<file path="src/rtl/async_fifo_wr_arbiter_if.sv">
// async_fifo_wr_arbiter_if: requester/FIFO-push bundle shared by the write-side arbiter
// slave  (arbiter): in req/req_data/req_last/full, out ack/push/wdata/owner/busy
// master (driver):  the mirror of slave
interface async_fifo_wr_arbiter_if #(
  parameter int NREQ   = 4,
  parameter int DWIDTH = 8
);
  localparam int OW = $clog2(NREQ);
  logic [NREQ-1:0]        req;
  logic [NREQ*DWIDTH-1:0] req_data;
  logic [NREQ-1:0]        req_last;
  logic [NREQ-1:0]        ack;
  logic                   push;
  logic [DWIDTH-1:0]      wdata;
  logic                   full;
  logic [OW-1:0]          owner;
  logic                   busy;
  modport slave (
    input  req, req_data, req_last, full,
    output ack, push, wdata, owner, busy
  );
  modport master (
    output req, req_data, req_last, full,
    input  ack, push, wdata, owner, busy
  );
endinterface

</file>
<file path="src/rtl/async_fifo_wr_arbiter.sv">
// async_fifo_wr_arbiter: round-robin burst arbiter sharing one FIFO push port among NREQ requesters
// wclk/reset: write clock, async active-high reset
// bus: requester handshake (req/req_data/req_last -> ack), FIFO push (push/wdata, full), status (owner/busy)
module async_fifo_wr_arbiter #(
  parameter int NREQ     = 4,
  parameter int DWIDTH   = 8,
  parameter int MAXBURST = 16,
  parameter int CNTW     = 5
) (
  input logic                    wclk,
  input logic                    reset,
  async_fifo_wr_arbiter_if.slave bus
);
  localparam int OW = $clog2(NREQ);
  typedef enum logic {IDLE, BURST} state_t;
  state_t          state_q, state_d;
  logic [OW-1:0]   owner_q, owner_d, rr_ptr_q, rr_ptr_d, sel, idx;
  logic [CNTW-1:0] beat_q, beat_d;
  logic            acc, fin;
  // scan downward so the last hit is the first requester at or after rr_ptr
  always_comb begin
    sel = rr_ptr_q;
    idx = '0;
    for (int k = NREQ - 1; k >= 0; k--) begin
      idx = OW'((int'(rr_ptr_q) + k) % NREQ);
      if (bus.req[idx]) sel = idx;
    end
  end
  assign acc = (state_q == BURST) && bus.req[owner_q] && !bus.full;
  assign fin = (state_q == BURST) && (!bus.req[owner_q] ||
               (acc && (bus.req_last[owner_q] || beat_q == CNTW'(MAXBURST - 1))));
  assign bus.push  = acc;
  assign bus.ack   = acc ? ({{(NREQ-1){1'b0}}, 1'b1} << owner_q) : '0;
  assign bus.wdata = bus.req_data[owner_q*DWIDTH +: DWIDTH];
  assign bus.owner = owner_q;
  assign bus.busy  = state_q == BURST;
  always_comb begin
    state_d  = state_q;
    owner_d  = owner_q;
    rr_ptr_d = rr_ptr_q;
    beat_d   = beat_q;
    if (state_q == IDLE) begin
      if (|bus.req) begin
        state_d = BURST;
        owner_d = sel;
        beat_d  = '0;
      end
    end else begin
      beat_d = acc ? beat_q + 1'b1 : beat_q;
      if (fin) begin
        state_d  = IDLE;
        rr_ptr_d = (owner_q == OW'(NREQ - 1)) ? '0 : owner_q + 1'b1;
      end
    end
  end
  always_ff @(posedge wclk or posedge reset) begin
    if (reset) begin
      state_q  <= IDLE;
      owner_q  <= '0;
      rr_ptr_q <= '0;
      beat_q   <= '0;
    end else begin
      state_q  <= state_d;
      owner_q  <= owner_d;
      rr_ptr_q <= rr_ptr_d;
      beat_q   <= beat_d;
    end
  end
endmodule

</file>
<file path="src/flat_wrapper.sv">
// flat-port wrapper written by rule: the top's interface ports become plain ports
module async_fifo_wr_arbiter_flat 
#(
  parameter int NREQ     = 4,
  parameter int DWIDTH   = 8,
  parameter int MAXBURST = 16,
  parameter int CNTW     = 5
)
  (wclk, reset, bus_req, bus_req_data, bus_req_last, bus_full, bus_ack, bus_push, bus_wdata, bus_owner, bus_busy);
  async_fifo_wr_arbiter_if #(.NREQ(NREQ), .DWIDTH(DWIDTH)) bus_i ();
  input logic wclk;
  input logic reset;
  input wire logic [$bits(bus_i.req)-1:0] bus_req;
  input wire logic [$bits(bus_i.req_data)-1:0] bus_req_data;
  input wire logic [$bits(bus_i.req_last)-1:0] bus_req_last;
  input wire logic [$bits(bus_i.full)-1:0] bus_full;
  output wire logic [$bits(bus_i.ack)-1:0] bus_ack;
  output wire logic [$bits(bus_i.push)-1:0] bus_push;
  output wire logic [$bits(bus_i.wdata)-1:0] bus_wdata;
  output wire logic [$bits(bus_i.owner)-1:0] bus_owner;
  output wire logic [$bits(bus_i.busy)-1:0] bus_busy;
  assign bus_i.req = bus_req;
  assign bus_i.req_data = bus_req_data;
  assign bus_i.req_last = bus_req_last;
  assign bus_i.full = bus_full;
  assign bus_ack = bus_i.ack;
  assign bus_push = bus_i.push;
  assign bus_wdata = bus_i.wdata;
  assign bus_owner = bus_i.owner;
  assign bus_busy = bus_i.busy;
  async_fifo_wr_arbiter #(.NREQ(NREQ), .DWIDTH(DWIDTH), .MAXBURST(MAXBURST), .CNTW(CNTW)) u_core (.wclk(wclk), .reset(reset), .bus(bus_i));
endmodule
</file>
<file path="config.mk">
export PLATFORM = sky130hd
export DESIGN_NAME = async_fifo_wr_arbiter_flat
export DESIGN_NICKNAME = d
export VERILOG_FILES = /design/src/rtl/async_fifo_wr_arbiter_if.sv /design/src/rtl/async_fifo_wr_arbiter.sv /design/src/flat_wrapper.sv
export SDC_FILE = /design/constraint.sdc
export NUM_CORES = 1
export LEC_CHECK = 0
export ABC_AREA = 1
export CORE_MARGIN = 3
export CORE_UTILIZATION = 38
export CTS_CLUSTER_DIAMETER = 100
export DETAILED_ROUTE_END_ITERATION = 10
export GPL_TIMING_DRIVEN = 0
export MAX_ROUTING_LAYER = met4
export PLACE_DENSITY_LB_ADDON = 0.3
export SLEW_MARGIN = 20
export SYNTH_ARGS = -nofsm -noshare
export SYNTH_HDL_FRONTEND = slang
export SYNTH_SLANG_ARGS = --single-unit
</file>
<file path="constraint.sdc">
create_clock -name wclk -period 1.67 [get_ports wclk]
set_clock_uncertainty 0.05 [all_clocks]
set_input_delay 0.4175 -clock wclk [delete_from_list [all_inputs] [get_ports wclk]]
set_output_delay 0.4175 -clock wclk [all_outputs]
set_load 0.005 [all_outputs]
</file>
# ---- Word-level counts from Yosys, hierarchy flattened
# Index checks and enable logic that the tools add are counted.
dict set report totals {
  reg_bits 10
  latch_bits 0
  ram_bits 0
  rom_bits 0
  output_inout_bits 16
  elab_cells 57
  mem_count 0
}
dict set report classes {
  addsub 5
  multipliers 0
  div 0
  order_cmp 5
  eq_ne 3
  shift 2
  mux 24
  bitwise 1
  reduce_logical 13
}
# op n
set ops {}
lappend ops {{$shiftx 32x6->8} 1}
lappend ops {{$lt 2x3->1 const B} 5}
lappend ops {{$mux 5} 3}
lappend ops {{$bmux 1 s2} 6}
lappend ops {{$mux 2} 5}
lappend ops {{$mux 1} 9}
lappend ops {{$reduce_and 2->1} 3}
lappend ops {{$add 5x1->5 const B} 1}
lappend ops {{$eq 5x4->1 const B} 1}
lappend ops {{$add 2x1->2 const B} 2}
lappend ops {{$add 2x2->2 const B} 2}
lappend ops {{$logic_and 1x1->1} 4}
lappend ops {{$mux 4} 1}
lappend ops {{$reduce_or 4->1} 1}
lappend ops {{$shl 1x2->4 const A} 1}
lappend ops {{$eq 2x2->1 const B} 1}
lappend ops {{$logic_not 1->1} 2}
lappend ops {{$logic_or 1x1->1} 2}
lappend ops {{$ne 2x2->1 const B} 1}
lappend ops {{$reduce_bool 2->1} 1}
lappend ops {{$not 1->1} 1}

# ---- Logic depth before layout (Yosys ltp)
# Gate-level depths: netlist (run 1).
dict set report depth {
  ltp_word 9
  depth_mapped 12
  depth_no_buf 11
}

# ---- Worst setup path before layout (run 1)
# Ideal clock, no wire load.
dict set report synth_path {
  path_type {reg-to-output}
  startpoint {reg u_core.owner_q[0] (netlist: u_core.bus.owner[0])}
  endpoint {out bus_ack[2]}
  t_arrival_ns 1.132
  t_required_ns 1.202
  slack_ns 0.070
  stages_incl_launch_ff 7
  path_cell_list {dfrtp_1 -> inv_2 -> buf_6 -> buf_2 -> ha_1 -> inv_1 -> nor2_1}
}
dict set report synth_via {
  elab_chain_len 5
  word_cells_on_any_way 6
}
# element line_no
set synth_lines {}
lappend synth_lines {{from (decl)} async_fifo_wr_arbiter.sv:17} ;# logic [OW-1:0] owner_q, owner_d, rr_ptr_q, rr_ptr_d, sel, idx;
lappend synth_lines {{from (signal assigned)} async_fifo_wr_arbiter.sv:64} ;# owner_q <= owner_d;
lappend synth_lines {{$bmux 1 s2} async_fifo_wr_arbiter.sv:29} ;# assign acc = (state_q == BURST) && bus.req[owner_q] && !bus.full;
lappend synth_lines {{$mux 1 (implied by the code)} async_fifo_wr_arbiter.sv:29}
lappend synth_lines {{$logic_and 1x1->1 (2 in a row)} async_fifo_wr_arbiter.sv:29}
lappend synth_lines {{$mux 4 (*)} async_fifo_wr_arbiter.sv:33} ;# assign bus.ack = acc ? ({{(NREQ-1){1'b0}}, 1'b1} << owner_q) : '0;
lappend synth_lines {{to (decl)} flat_wrapper.sv:17} ;# output wire logic [$bits(bus_i.ack)-1:0] bus_ack;
# Every way passes the cells marked *; elsewhere a longest branch is shown, timed or not. The select of a mux whose other input is x is not followed.

# ---- Final worst setup path (run 1)
dict set report layout_path {
  startpoint {reg u_core.owner_q[0] (netlist: u_core.bus.owner[0])}
  endpoint {out bus_ack[3]}
}
# Same word-level chain as after synthesis.

==> flow_metrics.env, run 1 <==
export IMPL_min_period_ns=1.96
export IMPL_finalMaxSlewViolations=0
export IMPL_ant_nets=0
export IMPL_die_y_um=58.6
export IMPL_grt_overflow=0
export IMPL_rr_startpoint="u_core.bus.owner[0]"
export IMPL_synth_area_leaders="dfrtp_1 (24%), nand2_1 (18%), nor2_1 (9.6%)"
export IMPL_clock_sinks=10
export IMPL_die_area_um2=3430
export IMPL_timing_rr_end="u_core.beat_q[3]"
export IMPL_wl_met2_um=2000
export IMPL_ff2ff_path_depth=9
export IMPL_routedWlPerCell_um=14.0
export IMPL_finalSetupViolations=13
export IMPL_drive_above_1_share_pct=30.7
export IMPL_highest_layer="met4"
export IMPL_ctsHoldBuffers=0
export IMPL_post_drt_via_cell_ratio=5.12
export IMPL_path_cells="buf_6, o21ai_2, o21ai_2, nand2_2, buf_6, nor2_2, buf_2"
export IMPL_final_hold_viol_count=0
export IMPL_synth_cells=178
export IMPL_synth_top_cell_area_share_pct=23.8
export IMPL_vias=1489
export IMPL_io_buffer_count=58
export IMPL_fin_crit_sh_pct=117
export IMPL_fin_util_pct=76.9
export IMPL_clock_latency_ns=0.27
export IMPL_wl_met3_um=281
export IMPL_cts_tree="yes"
export IMPL_cp_top_family="flip-flops"
export IMPL_numCtsBuffers=3
export IMPL_synth_warnings=0
export IMPL_yosysSeqAreaShare_pct=23.8
export IMPL_wl_met1_um=1730
export IMPL_wl_um=4070
export IMPL_cp_max_fo=6
export IMPL_reg2reg_slack_ns=0.10
export IMPL_start_util_pct=41.3
export IMPL_mostFrequentLayoutCells="nand2_1 (42), clkdlybuf4s50_1 (38), buf_4 (20)"
export IMPL_fin_area_um2=1960
export IMPL_power_internal_mw=1.63
export IMPL_num_rows=18
export IMPL_required_ns=1.20
export IMPL_postPlaceCellArea_um2=1670
export IMPL_crit_path_start_kind="flip-flop"
export IMPL_drt_pass1_iterations=4
export IMPL_critPathArrivalTime_ns=1.49
export IMPL_hold_class="input port to async pin"
export IMPL_p_per_area_nw_per_um2=1550
export IMPL_violations="negative setup slack"
export IMPL_critPathMaxStageDelay_ns=0.42
export IMPL_antenna_found_initial=0
export IMPL_relSlewSlack_pct=73.3
export IMPL_cts_max_path_buffers=2
export IMPL_rsz0062_at_grt="yes"
export IMPL_core_um2=2540
export IMPL_synth_seq_cells=10
export IMPL_antenna_cells=0
export IMPL_drc_errors=0
export IMPL_status="finished, violations left"
export IMPL_cts_clk_slew_worst_paths_ns=0.07
export IMPL_combPwrFrac_pct=79.0
export IMPL_p_seq_share_pct=13.7
export IMPL_area_delta_synth_final_pct=86.3
export IMPL_power_leakage_nw=0.975
export IMPL_drv_cap=0
export IMPL_power_switching_mw=1.41
export IMPL_drt_iter0_drc=72
export IMPL_nets=311
export IMPL_ios=59
export IMPL_tightest_slew_ns=0.401
export IMPL_grt_pass1_wl_um=6060
export IMPL_crit_path_end_kind="primary output"
export IMPL_ys_types=21
export IMPL_root_buffer="clkbuf_4"
export IMPL_synth_largest_area_cell="dfrtp_1"
export IMPL_track_usage_pct=23.1
export IMPL_clock_fmax_ghz=0.510
export IMPL_ir_drop_mv=1.35
export IMPL_pwr_share_clk_pct=7.2
export IMPL_dp_hpwl_um=2630
export IMPL_grt_pass1_vias=1295
export IMPL_setup_ws_ns=-0.291
export IMPL_layout_commonest_cell="nand2_1"
export IMPL_setup_worst_path_class="flip-flop to primary output"
export IMPL_path_buf_inv=3
export IMPL_syn_cell_area_um2=1050
export IMPL_total_power_mw=3.04
export IMPL_syn_area_per_cell_um2=5.90
export IMPL_grt_max_degree=12
export IMPL_slowest_stage="dfrtp_2"
export IMPL_h_tree_depth=1
export IMPL_power_switching_share_pct=46.4
export IMPL_die_x_um=58.6
export IMPL_critPathLaunch="u_core.bus.owner[0]"
export IMPL_place_gp_congestion=0.849
export IMPL_synth_nets=227
-- kinds of logic (layout without fill, tap and decap cells) --
family	after synthesis	count (layout)	synth area share, %
adders and majority gates	6	6	7.14
DFF	10	10	23.8
buffers and inverters	30	113	13.0
AOI/OAI and AO/OA	36	36	18.9
and+or+nand+nor	96	96	37.1
-- sequential cells by signal (all words and copies together) (netlist names) --
signal            count
u_core.bus.busy       1
u_core.bus.owner      2
u_core.rr_ptr_q       2
u_core.beat_q         5
-- power by group through the flow --
stage / clock network [mW] / logic, mW / registers, mW
floorplan: 0 / 1.12 / 0.411
global placement: 0 / 1.80 / 0.424
detailed placement: 0 / 1.82 / 0.429
CTS: 0.224 / 2.03 / 0.414
global route: 0.232 / 2.65 / 0.432
finish: 0.220 / 2.40 / 0.417
-- metal layers --
metal  up-vias  GRT usage, %
li1        739             -
met1       680          30.1
met2        64          38.3
met3         6          3.07
met4         0          5.50
met5         -             -
-- how the worst max path moves through the flow --
stage / to / slack (ns) / cells past startpoint
3_5_place_dp: bus_ack[3] / -0.88 / 7
6_report: bus_ack[3] / -0.29 / 7
3_3_place_gp: bus_ack[0] / -0.90 / 9
4_1_cts: bus_ack[2] / -0.25 / 9
5_1_grt: bus_ack[1] / -0.36 / 9
2_1_floorplan: bus_ack[2] / 0.07 / 6
-- per-stage QoR --
stage / setup slack, ns / cells / hold slack [ns] / TNS (ns)
6_report: -0.291 / 291 / 0.376 / -3.25
5_1_grt: -0.357 / 291 / 0.403 / -3.99
4_1_cts: -0.254 / 283 / 0.379 / -2.60
3_5_place_dp: -0.883 / 266 / 0.472 / -9.13
3_3_place_gp: -0.896 / 266 / 0.443 / -9.08
2_1_floorplan: 0.0701 / 178 / 0.208 / 0
-- Yosys cell counts --
master   instances
a21oi_1          2
a21oi_2          1
a31oi_1          1
buf_2            4
buf_4            3
buf_6            1
dfrtp_1         10
ha_1             6
inv_1           20
inv_2            2
nand2_1         49
nand2_2          2
nand3_1         14
nand4_1          1
nor2_1          27
nor2_2           1
nor3_1           2
o21ai_0         19
o21ai_1          4
o21ai_2          1
o22ai_1          8
-- repair_timing --
item,4_1_cts,5_1_grt
setup buffers,13,6
endpoints found under the setup margin,15,19
pin swaps,3,3
cloned,0,2
resized for setup,79,35
-- area by class of cell --
class | count | area [um^2]
Multi-Input combinational cell | 138 | 756
Buffer | 8 | 91.3
Inverter | 22 | 87.6
Fill cell | 187 | 587
Timing Repair Buffer | 79 | 697
Clock buffer | 4 | 36.3
Tap cell | 30 | 37.5
Sequential cell | 10 | 253
-- worst register-to-register path, stage by stage (launching register included) --
cell	delay [ns]
dfrtp_2	0.42
buf_6	0.13
o21ai_2	0.05
o21ai_2	0.18
nand2_2	0.09
buf_6	0.13
buf_4	0.13
nor2_1	0.11
nor2_1	0.07
nor3_2	0.13
(Power assumes the default switching activity.)
==> run 2: changes to the inputs <==
--- a/config.mk
+++ b/config.mk
@@ -12,7 +12,7 @@
 export DETAILED_ROUTE_END_ITERATION = 10
 export GPL_TIMING_DRIVEN = 0
 export MAX_ROUTING_LAYER = met4
-export PLACE_DENSITY_LB_ADDON = 0.3
+export PLACE_DENSITY = 0.8
 export SLEW_MARGIN = 20
 export SYNTH_ARGS = -nofsm -noshare
 export SYNTH_HDL_FRONTEND = slang
==> constraint.sdc (replaced) <==
create_clock -name wclk -period 2 [get_ports wclk]
set_clock_uncertainty 0.05 [all_clocks]
set_input_delay 0.5 -clock wclk [delete_from_list [all_inputs] [get_ports wclk]]
set_output_delay 0.5 -clock wclk [all_outputs]
set_load 0.005 [all_outputs]
==> run 2 against run 1 <==
- the flow still finishes with violations (negative setup slack)
- first-iteration DRC count is 2.8% lower
- clock power is 12% lower
- sequential cell count stayed put
- critical path depth is 2 higher
- clock-buffer cell count stayed put
- combinational power is 23% lower
- setup slack better by 0.26 ns
- total power is 21% lower
- register-to-register slack better by 0.23 ns
- cell count is 1.7% lower
- utilization is 4.1 points lower
- via count is 2.5% lower
- largest cell class unchanged
==> flow_metrics.env, run 2 (synthesized netlist as in run 1, its figures left out) <==
export IMPL_finalMaxSlewViolations=0
export IMPL_clock_sinks=10
export IMPL_ios=59
export IMPL_cts_clk_slew_worst_paths_ns=0.08
export IMPL_grt_max_degree=12
export IMPL_violations="negative setup slack"
export IMPL_cp_max_fo=6
export IMPL_cts_max_path_buffers=2
export IMPL_io_buffer_count=58
export IMPL_setup_worst_path_class="flip-flop to primary output"
export IMPL_ant_nets=0
export IMPL_drv_cap=0
export IMPL_antenna_cells=0
export IMPL_grt_pass1_vias=1234
export IMPL_crit_path_start_kind="flip-flop"
export IMPL_area_delta_synth_final_pct=76.4
export IMPL_min_period_ns=2.03
export IMPL_mostFrequentLayoutCells="nand2_1 (47), clkdlybuf4s50_1 (40), nor2_1 (22)"
export IMPL_wl_um=3880
export IMPL_critPathArrivalTime_ns=1.48
export IMPL_status="finished, violations left"
export IMPL_vias=1452
export IMPL_final_hold_viol_count=0
export IMPL_drt_iter0_drc=70
export IMPL_ff2ff_path_depth=13
export IMPL_timing_rr_end="u_core.rr_ptr_q[1]"
export IMPL_finalSetupViolations=2
export IMPL_grt_pass1_wl_um=5740
export IMPL_core_um2=2540
export IMPL_track_usage_pct=22.0
export IMPL_tightest_slew_ns=0.431
export IMPL_power_leakage_nw=0.929
export IMPL_rr_startpoint="u_core.bus.owner[0]"
export IMPL_p_per_area_nw_per_um2=1290
export IMPL_dp_hpwl_um=2700
export IMPL_post_drt_via_cell_ratio=5.08
export IMPL_clock_fmax_ghz=0.493
export IMPL_total_power_mw=2.39
export IMPL_die_x_um=58.6
export IMPL_cts_tree="yes"
export IMPL_tns_ns=-0.0441
export IMPL_die_area_um2=3430
export IMPL_drive_above_1_share_pct=23.8
export IMPL_hold_class="input port to async pin"
export IMPL_die_y_um=58.6
export IMPL_critPathLaunch="u_core.bus.owner[0]"
export IMPL_crit_path_end_kind="primary output"
export IMPL_layout_commonest_cell="nand2_1"
export IMPL_clock_latency_ns=0.28
export IMPL_grt_overflow=0
export IMPL_largest_register="u_core.beat_q"
export IMPL_numCtsBuffers=3
export IMPL_relSlewSlack_pct=71.3
export IMPL_required_ns=1.45
export IMPL_fin_crit_sh_pct=101
export IMPL_start_util_pct=41.3
export IMPL_reg2reg_slack_ns=0.33
export IMPL_num_rows=18
export IMPL_antenna_found_initial=0
export IMPL_h_tree_depth=1
export IMPL_largest_reg_flops=5
export IMPL_rsz0062_at_grt="yes"
export IMPL_nets=306
export IMPL_root_buffer="clkbuf_4"
export IMPL_setup_ws_ns=-0.0275
export IMPL_place_gp_congestion=0.904
export IMPL_drt_pass1_iterations=4
export IMPL_routedWlPerCell_um=13.6
export IMPL_ir_drop_mv=0.922
export IMPL_ctsHoldBuffers=0
export IMPL_drc_errors=0
run 2: cell types whose count changed in the layout (fill, tap and decap cells not counted), sizes merged:
cell           before  now
clkdlybuf4s50      38   40
dlymetal6s2s        2    0
clkbuf              6    7
dlygate4sd2         4    5
buf                41   34
run 2: cell type report:
cell class | instances | area [um^2]
Buffer | 8 | 82.6
Inverter | 22 | 85.1
Multi-Input combinational cell | 138 | 693
Fill cell | 212 | 691
Timing Repair Buffer | 74 | 667
Tap cell | 30 | 37.5
Clock buffer | 4 | 36.3
Sequential cell | 10 | 253
run 2: where the power goes:
group / switching [mW] / internal (mW) / total (mW) / leakage (nW)
Sequential: 0.0742 / 0.277 / 0.351 / 0.124
Clock: 0.0834 / 0.111 / 0.194 / 0.0210
Combinational: 0.935 / 0.909 / 1.84 / 0.784
Total: 1.09 / 1.30 / 2.39 / 0.929
run 2: critical path, stage by stage, from the launching register on:
cell     delay, ns
dfrtp_2       0.44
inv_2         0.09
nand2_1       0.05
nand2_1       0.07
nand2_1       0.06
o21ai_2       0.07
nand2_2       0.09
buf_6         0.14
nor2_2        0.07
buf_2         0.12
run 2: through the flow:
step                      hold slack [ns]  instance area, um^2  setup WS, ns  util, %  std cells
after floorplan                     0.290                 1050         0.318        -        178
after global placement              0.446                 1670        -0.708     65.6        266
after detailed placement            0.452                 1670        -0.729     65.6        266
after CTS                           0.467                 1810       -0.0173     71.2        282
after global routing                0.475                 1850       -0.0820     72.9        286
final                               0.461                 1850       -0.0275     72.9        286
run 2: worst max-delay path by stage:
stage              endpoint  slack, ns  depth (start not counted)
2_1_floorplan    bus_ack[2]       0.32                          6
3_3_place_gp     bus_ack[0]      -0.71                          9
3_5_place_dp     bus_ack[1]      -0.73                          9
4_1_cts        bus_wdata[4]      -0.02                          5
5_1_grt          bus_ack[0]      -0.08                          9
6_report         bus_ack[0]      -0.03                          9
run 2: layer usage:
layer	global-route usage, %	wire length (um)	vias up	part of all wire [%]
li1	-	-	732	-
met1	27.8	1590	651	41
met2	36.2	1850	64	48
met3	3.95	397	5	10
met4	5.83	42	0	1.1
met5	-	0	-	0
run 2: what timing repair did:
action,4_1_cts,5_1_grt
buffers inserted,11,4
endpoints found under the setup margin,13,13
pin swaps,8,3
resized for setup,70,18
gates cloned,1,0
